$ cat src/rtl/compute_work_pipe_pkg.sv
// Shared opcode type and the reference result function for the compute/work pipe.
// Operands are carried at the maximum width and trimmed to the live width inside compute().
package compute_work_pkg;

  typedef enum logic [1:0] {
    OP_ADD  = 2'd0,
    OP_WORK = 2'd1,
    OP_SUB  = 2'd2,
    OP_PASS = 2'd3
  } op_t;

  localparam int MAX_W = 64;

  function automatic logic [MAX_W-1:0] msb_mask(input int width);
    return 64'd1 << (width - 1);
  endfunction

  function automatic logic [MAX_W:0] compute(input op_t op, input logic [MAX_W-1:0] a,
                                             input logic [MAX_W-1:0] b, input int width);
    logic [MAX_W-1:0] keep;
    logic [MAX_W-1:0] a_k;
    logic [MAX_W-1:0] b_k;
    logic [MAX_W:0]   res;
    keep = (width >= MAX_W) ? '1 : ((64'd1 << width) - 64'd1);
    a_k  = a & keep;
    b_k  = b & keep;
    res  = '0;
    case (op)
      OP_ADD:  res = {1'b0, a_k} + {1'b0, b_k};
      OP_WORK: res = {1'b0, (a_k | msb_mask(width)) & ~b_k & keep};
      OP_SUB: begin
        res        = {1'b0, (a_k - b_k) & keep};
        res[width] = (a_k < b_k);
      end
      OP_PASS: res = {1'b0, a_k};
      default: res = '0;
    endcase
    return res;
  endfunction

endpackage

$ cat src/rtl/compute_work_pipe_rr_arbiter.sv
// Round-robin arbiter: searches from ptr upward (mod N) for the first requester.
// ptr moves past the granted channel only when the grant is actually taken.
module rr_arbiter #(
  parameter  int N     = 4,
  localparam int IDX_W = (N > 1) ? $clog2(N) : 1
) (
  input  logic             clk_i,
  input  logic             rst_i,
  input  logic [N-1:0]     req,
  input  logic             advance,
  output logic [N-1:0]     grant,
  output logic [IDX_W-1:0] grant_idx
);

  logic [IDX_W-1:0] ptr;

  always_comb begin
    logic found;
    logic [IDX_W-1:0] idx;
    grant     = '0;
    grant_idx = '0;
    found     = 1'b0;
    idx       = '0;
    for (int i = 0; i < N; i++) begin
      idx = IDX_W'((int'(ptr) + i) % N);
      if (!found && req[idx]) begin
        found      = 1'b1;
        grant[idx] = 1'b1;
        grant_idx  = idx;
      end
    end
  end

  always_ff @(posedge clk_i or posedge rst_i) begin
    if (rst_i) begin
      ptr <= '0;
    end else if (advance) begin
      ptr <= (int'(grant_idx) == N - 1) ? '0 : grant_idx + 1'b1;
    end
  end

endmodule

$ cat src/rtl/compute_work_pipe.sv
// Multi-channel compute/work pipe: round-robin intake, two register stages,
// back-pressured result port. A single global enable freezes everything on stall.
module compute_work_pipe
  import compute_work_pkg::*;
#(
  parameter  int WIDTH  = 8,
  parameter  int NUM_CH = 4,
  localparam int CH_W   = (NUM_CH > 1) ? $clog2(NUM_CH) : 1
) (
  input  logic                    clk_i,
  input  logic                    rst_i,
  input  logic [NUM_CH-1:0]       in_valid_i,
  output logic [NUM_CH-1:0]       in_ready_o,
  input  logic [NUM_CH*WIDTH-1:0] in_a_i,
  input  logic [NUM_CH*WIDTH-1:0] in_b_i,
  input  logic [NUM_CH*2-1:0]     in_op_i,
  output logic                    out_valid_o,
  input  logic                    out_ready_i,
  output logic [WIDTH:0]          out_data_o,
  output logic [CH_W-1:0]         out_chan_o
);

  logic [NUM_CH-1:0] grant;
  logic [CH_W-1:0]   grant_idx;
  logic              stall;
  logic              xfer;
  logic [WIDTH-1:0]  g_a;
  logic [WIDTH-1:0]  g_b;
  logic [1:0]        g_op;

  logic              v1;
  logic [WIDTH-1:0]  s1_a;
  logic [WIDTH-1:0]  s1_b;
  op_t               s1_op;
  logic [CH_W-1:0]   s1_ch;
  logic              v2;

  rr_arbiter #(.N(NUM_CH)) u_arb (
    .clk_i     (clk_i),
    .rst_i     (rst_i),
    .req       (in_valid_i),
    .advance   (xfer),
    .grant     (grant),
    .grant_idx (grant_idx)
  );

  // Ready depends only on grant and stall, never on operand data.
  assign stall       = v2 & ~out_ready_i;
  assign in_ready_o  = (rst_i || stall) ? '0 : grant;
  assign xfer        = |(in_valid_i & in_ready_o);
  assign out_valid_o = v2;

  always_comb begin
    g_a  = '0;
    g_b  = '0;
    g_op = '0;
    for (int c = 0; c < NUM_CH; c++) begin
      if (grant[c]) begin
        g_a  = in_a_i[c*WIDTH +: WIDTH];
        g_b  = in_b_i[c*WIDTH +: WIDTH];
        g_op = in_op_i[c*2 +: 2];
      end
    end
  end

  always_ff @(posedge clk_i or posedge rst_i) begin
    if (rst_i) begin
      v1         <= 1'b0;
      s1_a       <= '0;
      s1_b       <= '0;
      s1_op      <= OP_ADD;
      s1_ch      <= '0;
      v2         <= 1'b0;
      out_data_o <= '0;
      out_chan_o <= '0;
    end else if (!stall) begin
      v1 <= xfer;
      if (xfer) begin
        s1_a  <= g_a;
        s1_b  <= g_b;
        s1_op <= op_t'(g_op);
        s1_ch <= grant_idx;
      end
      v2 <= v1;
      // Result registers only load real transactions so idle output stays put.
      if (v1) begin
        out_data_o <= (WIDTH+1)'(compute(s1_op, MAX_W'(s1_a), MAX_W'(s1_b), WIDTH));
        out_chan_o <= s1_ch;
      end
    end
  end

endmodule
$ cat config.mk
export PLATFORM = sky130hd
export DESIGN_NAME = compute_work_pipe
export DESIGN_NICKNAME = d
export VERILOG_FILES = /design/src/rtl/compute_work_pipe_pkg.sv /design/src/rtl/compute_work_pipe_rr_arbiter.sv /design/src/rtl/compute_work_pipe.sv
export SDC_FILE = /design/constraint.sdc
export NUM_CORES = 1
export LEC_CHECK = 0
export CAP_MARGIN = 20
export CORE_MARGIN = 2
export CORE_UTILIZATION = 52
export DETAILED_ROUTE_END_ITERATION = 10
export PLACE_DENSITY_LB_ADDON = 0.12
export SYNTH_ARGS = -nofsm -noshare
export SYNTH_HDL_FRONTEND = slang
export SYNTH_SLANG_ARGS = --single-unit
$ cat constraint.sdc
create_clock -name clk_i -period 5.55 [get_ports clk_i]
set_clock_uncertainty 0.2 [all_clocks]
set_input_delay 0.555 -clock clk_i [delete_from_list [all_inputs] [get_ports clk_i]]
set_output_delay 0.555 -clock clk_i [all_outputs]
set_load 0.03 [all_outputs]
==> flow_summary.yaml, run 1 <==
run_status:
  status: "finished clean"
logic_synthesis:
  synth_top_family_by_area: "compound AO/OA/AOI/OAI gates"
  synthDistinctLibCells: 49
  synth_edf_count: 0
  syn_inst: 349
  ys_seq_elements: 35
  synth-xor-area-share_pct: 2.14
  synth_top_area_share_pct: 26.8
  synth_mux_area_share_pct: 11.8
  synth_fa_ha_area_share_pct: 10.4
  yosysWarningCount: 0
  yosys-top-cells-area: "dfrtp_1 (27%), ha_1 (9.2%), a21oi_1 (7.0%), nor2_1 (5.4%), a221oi_2 (5.0%)"
  postSynthAreaPerCell_um2: 9.37
  syn-num-nets: 454
  async_flop_share_pct: 100
  ys_seq_area_share_pct: 26.8
  yosys.cell_count.top_type: "nor2_1"
  synth_compound_area_share_pct: 26.2
  synth_area_um2: 3270
  synthSimpleGateAreaFrac_pct: 15.1
  synth_common_cells: "nor2_1 (47), a21oi_1 (46), dfrtp_1 (35)"
  synth-main-ff-cell: "dfrtp_1"
  synth_top_area_cell: "dfrtp_1"
cells_and_area:
  area_growth_pct: 31.1
  fillers: 499
  fin_cells: 512
  nets: 541
  drive_gt1_share_pct: 15.6
  post-route-util_pct: 71.6
  diodes: 0
worst_setup_path:
  critPathKind: "register to output port"
  required_ns: 4.80
  slowest_stage: "mux4_1"
  end_kind: "output port"
  worstPathArrival_ns: 4.06
  slowest_delay_ns: 0.75
  cp_max_fo: 19
  start_kind: "register"
  crit_chain: "inv_1, ha_1, mux4_1, nor4b_4, a221oi_2, buf_4, nor2_1, clkdlybuf4s50_1"
  crit_buf_inv: 3
  cp_top_family: "buffers and inverters"
sta:
  rsz0062_at_grt: "false"
  worst_pin_slew_ns: 0.708
  finalSetupViolCount: 0
  period_needed_ns: 4.82
  slew_viol_final: 0
  relSlewSlack_pct: 52.8
  hold_viol: 0
  fin_crit_sh_pct: 86.8
  fin_setup_tns_ns: 0
  fmax_mhz: 208
pwr:
  power_leakage_uw: 0.00176
  peakVddDrop_mv: 0.362
  powerDensity_nw_per_um2: 731
die:
  initial_core_util_pct: 54.6
  ios: 95
  dieWidth_um: 83.3
  placementRows: 28
  chipHeight_um: 83.3
  coreArea_um2: 5990
  die-area_um2: 6940
detailed_routing:
  avgViaCountPerCell: 5.67
  vias: 2903
  drt_iter0_drc: 122
  drt_pass1_iterations: 4
  drc: 0
  finalWirelength_mm: 7.89
  final_antenna_net_count: 0
  wire_per_inst_um: 15.4
global_routing:
  grt_pass1_wl_mm: 13.2
  grt_usage_pct: 23.4
  grt_start_max_net_pins: 38
  grt_overflow: 0
  antenna_found_initial: 0
  grt_pass1_vias: 2792
cts:
  h-tree-depth: 2
  clk_path_buf_depth: 2
  post_cts_buffers: 0
  clockRootBuffer: "clkbuf_8"
  worstSkewPairLatency_ns: 0.29
  cts_resized: 0
  clk_pin_slew_ns: 0.08
  cts_buffers: 5
  tritoncts: "done"
  cts-hold-fix-buffers: 0
  cts.sinks: 35
place:
  hpwlAfterDp_mm: 6.23
  port_buffers: 94
  gp_congestion: 0.825
  dp_cells: 504
hold_path:
  min_path_type: "register to register"
run:
  maxCapViolCount: 0
## layout make-up
cell class                      instances  area, µm²  area share, %
Clock buffer                            6       72.6           1.69
Clock inverter                          2       12.5          0.292
Inverter                               24       90.1           2.10
Multi-Input combinational cell        269       2150           50.1
Sequential cell                        35        876           20.4
Tap cell                               75       93.8           2.19
Timing Repair Buffer                  101        993           23.2
## per-stage QoR
step / power, µW / setup slack, ns / hold slack (ns) / area (µm²)
after CTS: 3150 / 0.746 / 0.282 / 4290
after floorplan: 2490 / 1.56 / 0.263 / 3270
final: 3140 / 0.733 / 0.282 / 4290
after global routing: 3440 / 0.441 / 0.306 / 4290
after detailed placement: 2960 / 0.928 / 0.264 / 4200
after global placement: 2880 / 1.13 / 0.259 / 4200
## flip-flops by register name (all words and copies together), names as in the netlist
register / flops
out_data_o: 9
s1_b: 8
v1: 1
u_arb.ptr: 2
out_valid_o: 1
out_chan_o: 2
s1_op: 2
s1_a: 8
s1_ch: 2
## path summary, 6_finish.rpt
kind | start | to | slack, ns | cells after the start
worst max-delay path | u_arb.ptr[0]$_DFFE_PP0P_ | in_ready_o[2] | 0.73 | 8
worst min-delay path | out_data_o[8]$_DFFE_PP0P_ | out_data_o[8]$_DFFE_PP0P_ | 0.28 | 2
worst max register to register | u_arb.ptr[0]$_DFFE_PP0P_ | s1_op[1]$_DFFE_PP0P_ | 0.90 | 11
worst min register to register | out_data_o[8]$_DFFE_PP0P_ | out_data_o[8]$_DFFE_PP0P_ | 0.28 | 2
max in group asynchronous | rst_i | s1_a[1]$_DFFE_PP0P_ | 4.37 | 3
min in group asynchronous | rst_i | out_valid_o$_DFFE_PP0N_ | 0.46 | 3
## power breakdown
group	leakage [µW]	switching, µW	total [µW]	internal [µW]
sequential	0.000412	157	546	389
combinational	0.00131	1310	2410	1100
clock	0.0000412	97.0	185	87.7
total	0.00176	1560	3140	1570
## kinds of logic after synthesis
family / after synthesis
adders and majority gates: 26
and+or+nand+nor: 96
muxes: 25
buffers and inverters: 45
AOI/OAI and AO/OA: 114
xor gates and xnor gates: 8
DFF: 35
## worst min-delay path: stages (launching register included)
cell	delay, ns
dfrtp_1	0.34
nand2_1	0.05
o31ai_1	0.06
## layout by cell type (no fill, tap or decap), drive strengths merged, types with 3 or more instances in the layout
| cell | count |
|---|---|
| o31ai | 3 |
| mux2 | 10 |
| ha | 24 |
| a221oi | 20 |
| dfrtp | 35 |
| nor3 | 18 |
| buf | 7 |
| clkbuf | 6 |
| mux2i | 6 |
| o21ai | 12 |
| a21oi | 57 |
| o21bai | 7 |
| nand2 | 17 |
| xnor2 | 6 |
| nor2 | 47 |
| mux4 | 9 |
| a22oi | 3 |
| clkdlybuf4s50 | 94 |
| nor2b | 4 |
| inv | 24 |
| nand3b | 3 |
## routing by layer
| metal | global-route usage (%) | up-vias | wire (µm) |
|---|---|---|---|
| li1 | - | 1441 | - |
| met1 | 30.1 | 1357 | 3490 |
| met2 | 39.0 | 93 | 3780 |
| met3 | 4.67 | 12 | 484 |
| met4 | 8.20 | 0 | 129 |
| met5 | 0 | - | 0 |
(Power assumes the default switching activity.)
==> run 2, diff against run 1 <==
--- a/config.mk
+++ b/config.mk
@@ -10,6 +10,7 @@
 export CORE_UTILIZATION = 52
 export DETAILED_ROUTE_END_ITERATION = 10
 export PLACE_DENSITY_LB_ADDON = 0.12
+export SKIP_LAST_GASP = 1
 export SYNTH_ARGS = -nofsm -noshare
 export SYNTH_HDL_FRONTEND = slang
 export SYNTH_SLANG_ARGS = --single-unit
==> results of run 2 <==
Same layout as run 1: the final DEF is identical, and so are final timing and power.
==> run 3, diff against run 2 <==
--- a/config.mk
+++ b/config.mk
@@ -6,9 +6,9 @@
 export NUM_CORES = 1
 export LEC_CHECK = 0
 export CAP_MARGIN = 20
-export CORE_MARGIN = 2
-export CORE_UTILIZATION = 52
+export CORE_UTILIZATION = 65
 export DETAILED_ROUTE_END_ITERATION = 10
+export DONT_BUFFER_PORTS = 1
 export PLACE_DENSITY_LB_ADDON = 0.12
 export SKIP_LAST_GASP = 1
 export SYNTH_ARGS = -nofsm -noshare
==> run 3 against run 2 <==
  * Clock-buffer cell count stayed put
  * Register-to-register slack better by 0.09 ns
  * Sequential cell count stayed put
  * Via count is 11% lower
  * Utilization is 1.8 points lower
  * Non-clock buffer count is 96 lower
  * Die area is 23% lower
  * Critical path depth is 2 lower
  * Setup slack better by 0.080 ns
  * Hold slack worse by 0.22 ns
  * Critical endpoint is now in_ready_o[1]
  * Largest cell class unchanged
==> flow_summary.yaml, run 3 (synthesis gave the netlist of run 1 again) <==
cells_and_area:
  nets: 445
  drive_gt1_share_pct: 19.1
  final_cell_mix: "nor2_1 (47), a21oi_1 (46), dfrtp_1 (35)"
  post-route-util_pct: 69.8
  largest_registers: "out_data_o x9, s1_a x8, s1_b x8"
  area_growth_pct: 2.10
  fin_cells: 407
  diodes: 0
  layout_commonest_cell: "nor2_1"
  largest_reg_flops: 9
  top_register: "out_data_o"
sta:
  slew_viol_final: 0
  fin_setup_tns_ns: 0
  worst_pin_slew_ns: 0.900
  rsz0062_at_grt: "false"
  setup_ws_ns: 0.813
  fmax_mhz: 211
  finalSetupViolCount: 0
  hold_viol: 0
  period_needed_ns: 4.74
  fin_crit_sh_pct: 85.4
  relSlewSlack_pct: 40.0
place:
  gp_congestion: 0.871
  dp_cells: 400
  hpwlAfterDp_mm: 5.54
  pre_cts_slack_ns: 1.03
  port_buffers: 0
die:
  chipHeight_um: 72.9
  ios: 95
  initial_core_util_pct: 68.3
  placementRows: 25
  dieWidth_um: 72.9
  coreArea_um2: 4790
  die-area_um2: 5320
global_routing:
  grt_pass1_vias: 2438
  grt_start_max_net_pins: 37
  grt_pass1_wl_mm: 11.4
  grt_usage_pct: 28.0
  grt_overflow: 0
  antenna_found_initial: 0
detailed_routing:
  final_antenna_net_count: 0
  wire_per_inst_um: 17.5
  drc: 0
  vias: 2578
  drt_pass1_iterations: 4
  avgViaCountPerCell: 6.33
  finalWirelength_mm: 7.11
  drt_iter0_drc: 78
worst_setup_path:
  crit_chain: "inv_1, ha_1, mux4_1, nor4b_4, a21o_2, nor2b_1"
  reg2reg_to: "s1_op[1]$_DFFE_PP0P_"
  cp_max_fo: 20
  start_kind: "register"
  end_kind: "output port"
  cp_top_family: "simple AND/OR/NAND/NOR gates"
  crit_buf_inv: 1
  critPathKind: "register to output port"
  required_ns: 4.80
  r2r-start: "u_arb.ptr[0]$_DFFE_PP0P_"
  slowest_delay_ns: 0.76
  r2r_slack_ns: 0.99
  worstPathArrival_ns: 3.98
  slowest_stage: "mux4_1"
  ff2ff_path_depth: 10
cts:
  cts.sinks: 35
  cts-hold-fix-buffers: 0
  clockRootBuffer: "clkbuf_8"
  clk_path_buf_depth: 2
  worstSkewPairLatency_ns: 0.28
  tritoncts: "done"
  cts_buffers: 5
  h-tree-depth: 2
  cts_resized: 0
  clk_pin_slew_ns: 0.07
  post_cts_buffers: 0
hold_path:
  min_path_type: "input pin to asynchronous set/reset pin"
run:
  maxCapViolCount: 0
run_status:
  status: "finished clean"
## run 3: cell types whose count changed in the layout (fill, tap and decap cells not counted)
| cell | before | now |
|---|---|---|
| clkinvlp_4 | 1 | 0 |
| clkdlybuf4s50_1 | 94 | 0 |
| bufinv_16 | 0 | 1 |
| clkinv_2 | 1 | 0 |
| buf_4 | 7 | 5 |
## run 3: how the worst max path moves through the flow
| stage | from | slack (ns) | to | cells after the start |
|---|---|---|---|---|
| after detailed placement | u_arb.ptr[0]$_DFFE_PP0P_ | 1.03 | s1_op[1]$_DFFE_PP0P_ | 10 |
| final | u_arb.ptr[0]$_DFFE_PP0P_ | 0.81 | in_ready_o[1] | 6 |
| after global routing | u_arb.ptr[0]$_DFFE_PP0P_ | 0.60 | in_ready_o[1] | 6 |
| after CTS | u_arb.ptr[0]$_DFFE_PP0P_ | 0.83 | in_ready_o[1] | 6 |
| after floorplan | u_arb.ptr[0]$_DFFE_PP0P_ | 1.56 | in_ready_o[3] | 10 |
| after global placement | u_arb.ptr[0]$_DFFE_PP0P_ | 1.22 | s1_a[6]$_DFFE_PP0P_ | 10 |
## run 3: metrics by stage
step | instance area (µm²) | hold WS [ns]
after global placement | 3240 | 0.285
after CTS | 3340 | 0.0738
after global routing | 3340 | 0.115
final | 3340 | 0.0662
after detailed placement | 3240 | 0.291
after floorplan | 3270 | 0.263
## run 3: metal layers
layer	track usage, %	vias up	part of all wire, %
met5	0	-	0
li1	-	1250	-
met2	45.8	104	48
met3	5.11	12	5.6
met4	8.50	0	2.0
met1	37.9	1212	45
## run 3: final cells by class
type	instances	area, µm²
fillers	377	1450
inverters	24	90.1
flip-flops and latches	35	876
repair buffers	5	37.5
clock buffers	6	72.6
multi-input cells	269	2150
clock inverters	1	30.0
well taps	67	83.8
Power of run 3 is not shown: default switching activity piles up to over one toggle a cycle in this logic, so the estimate is an artifact.
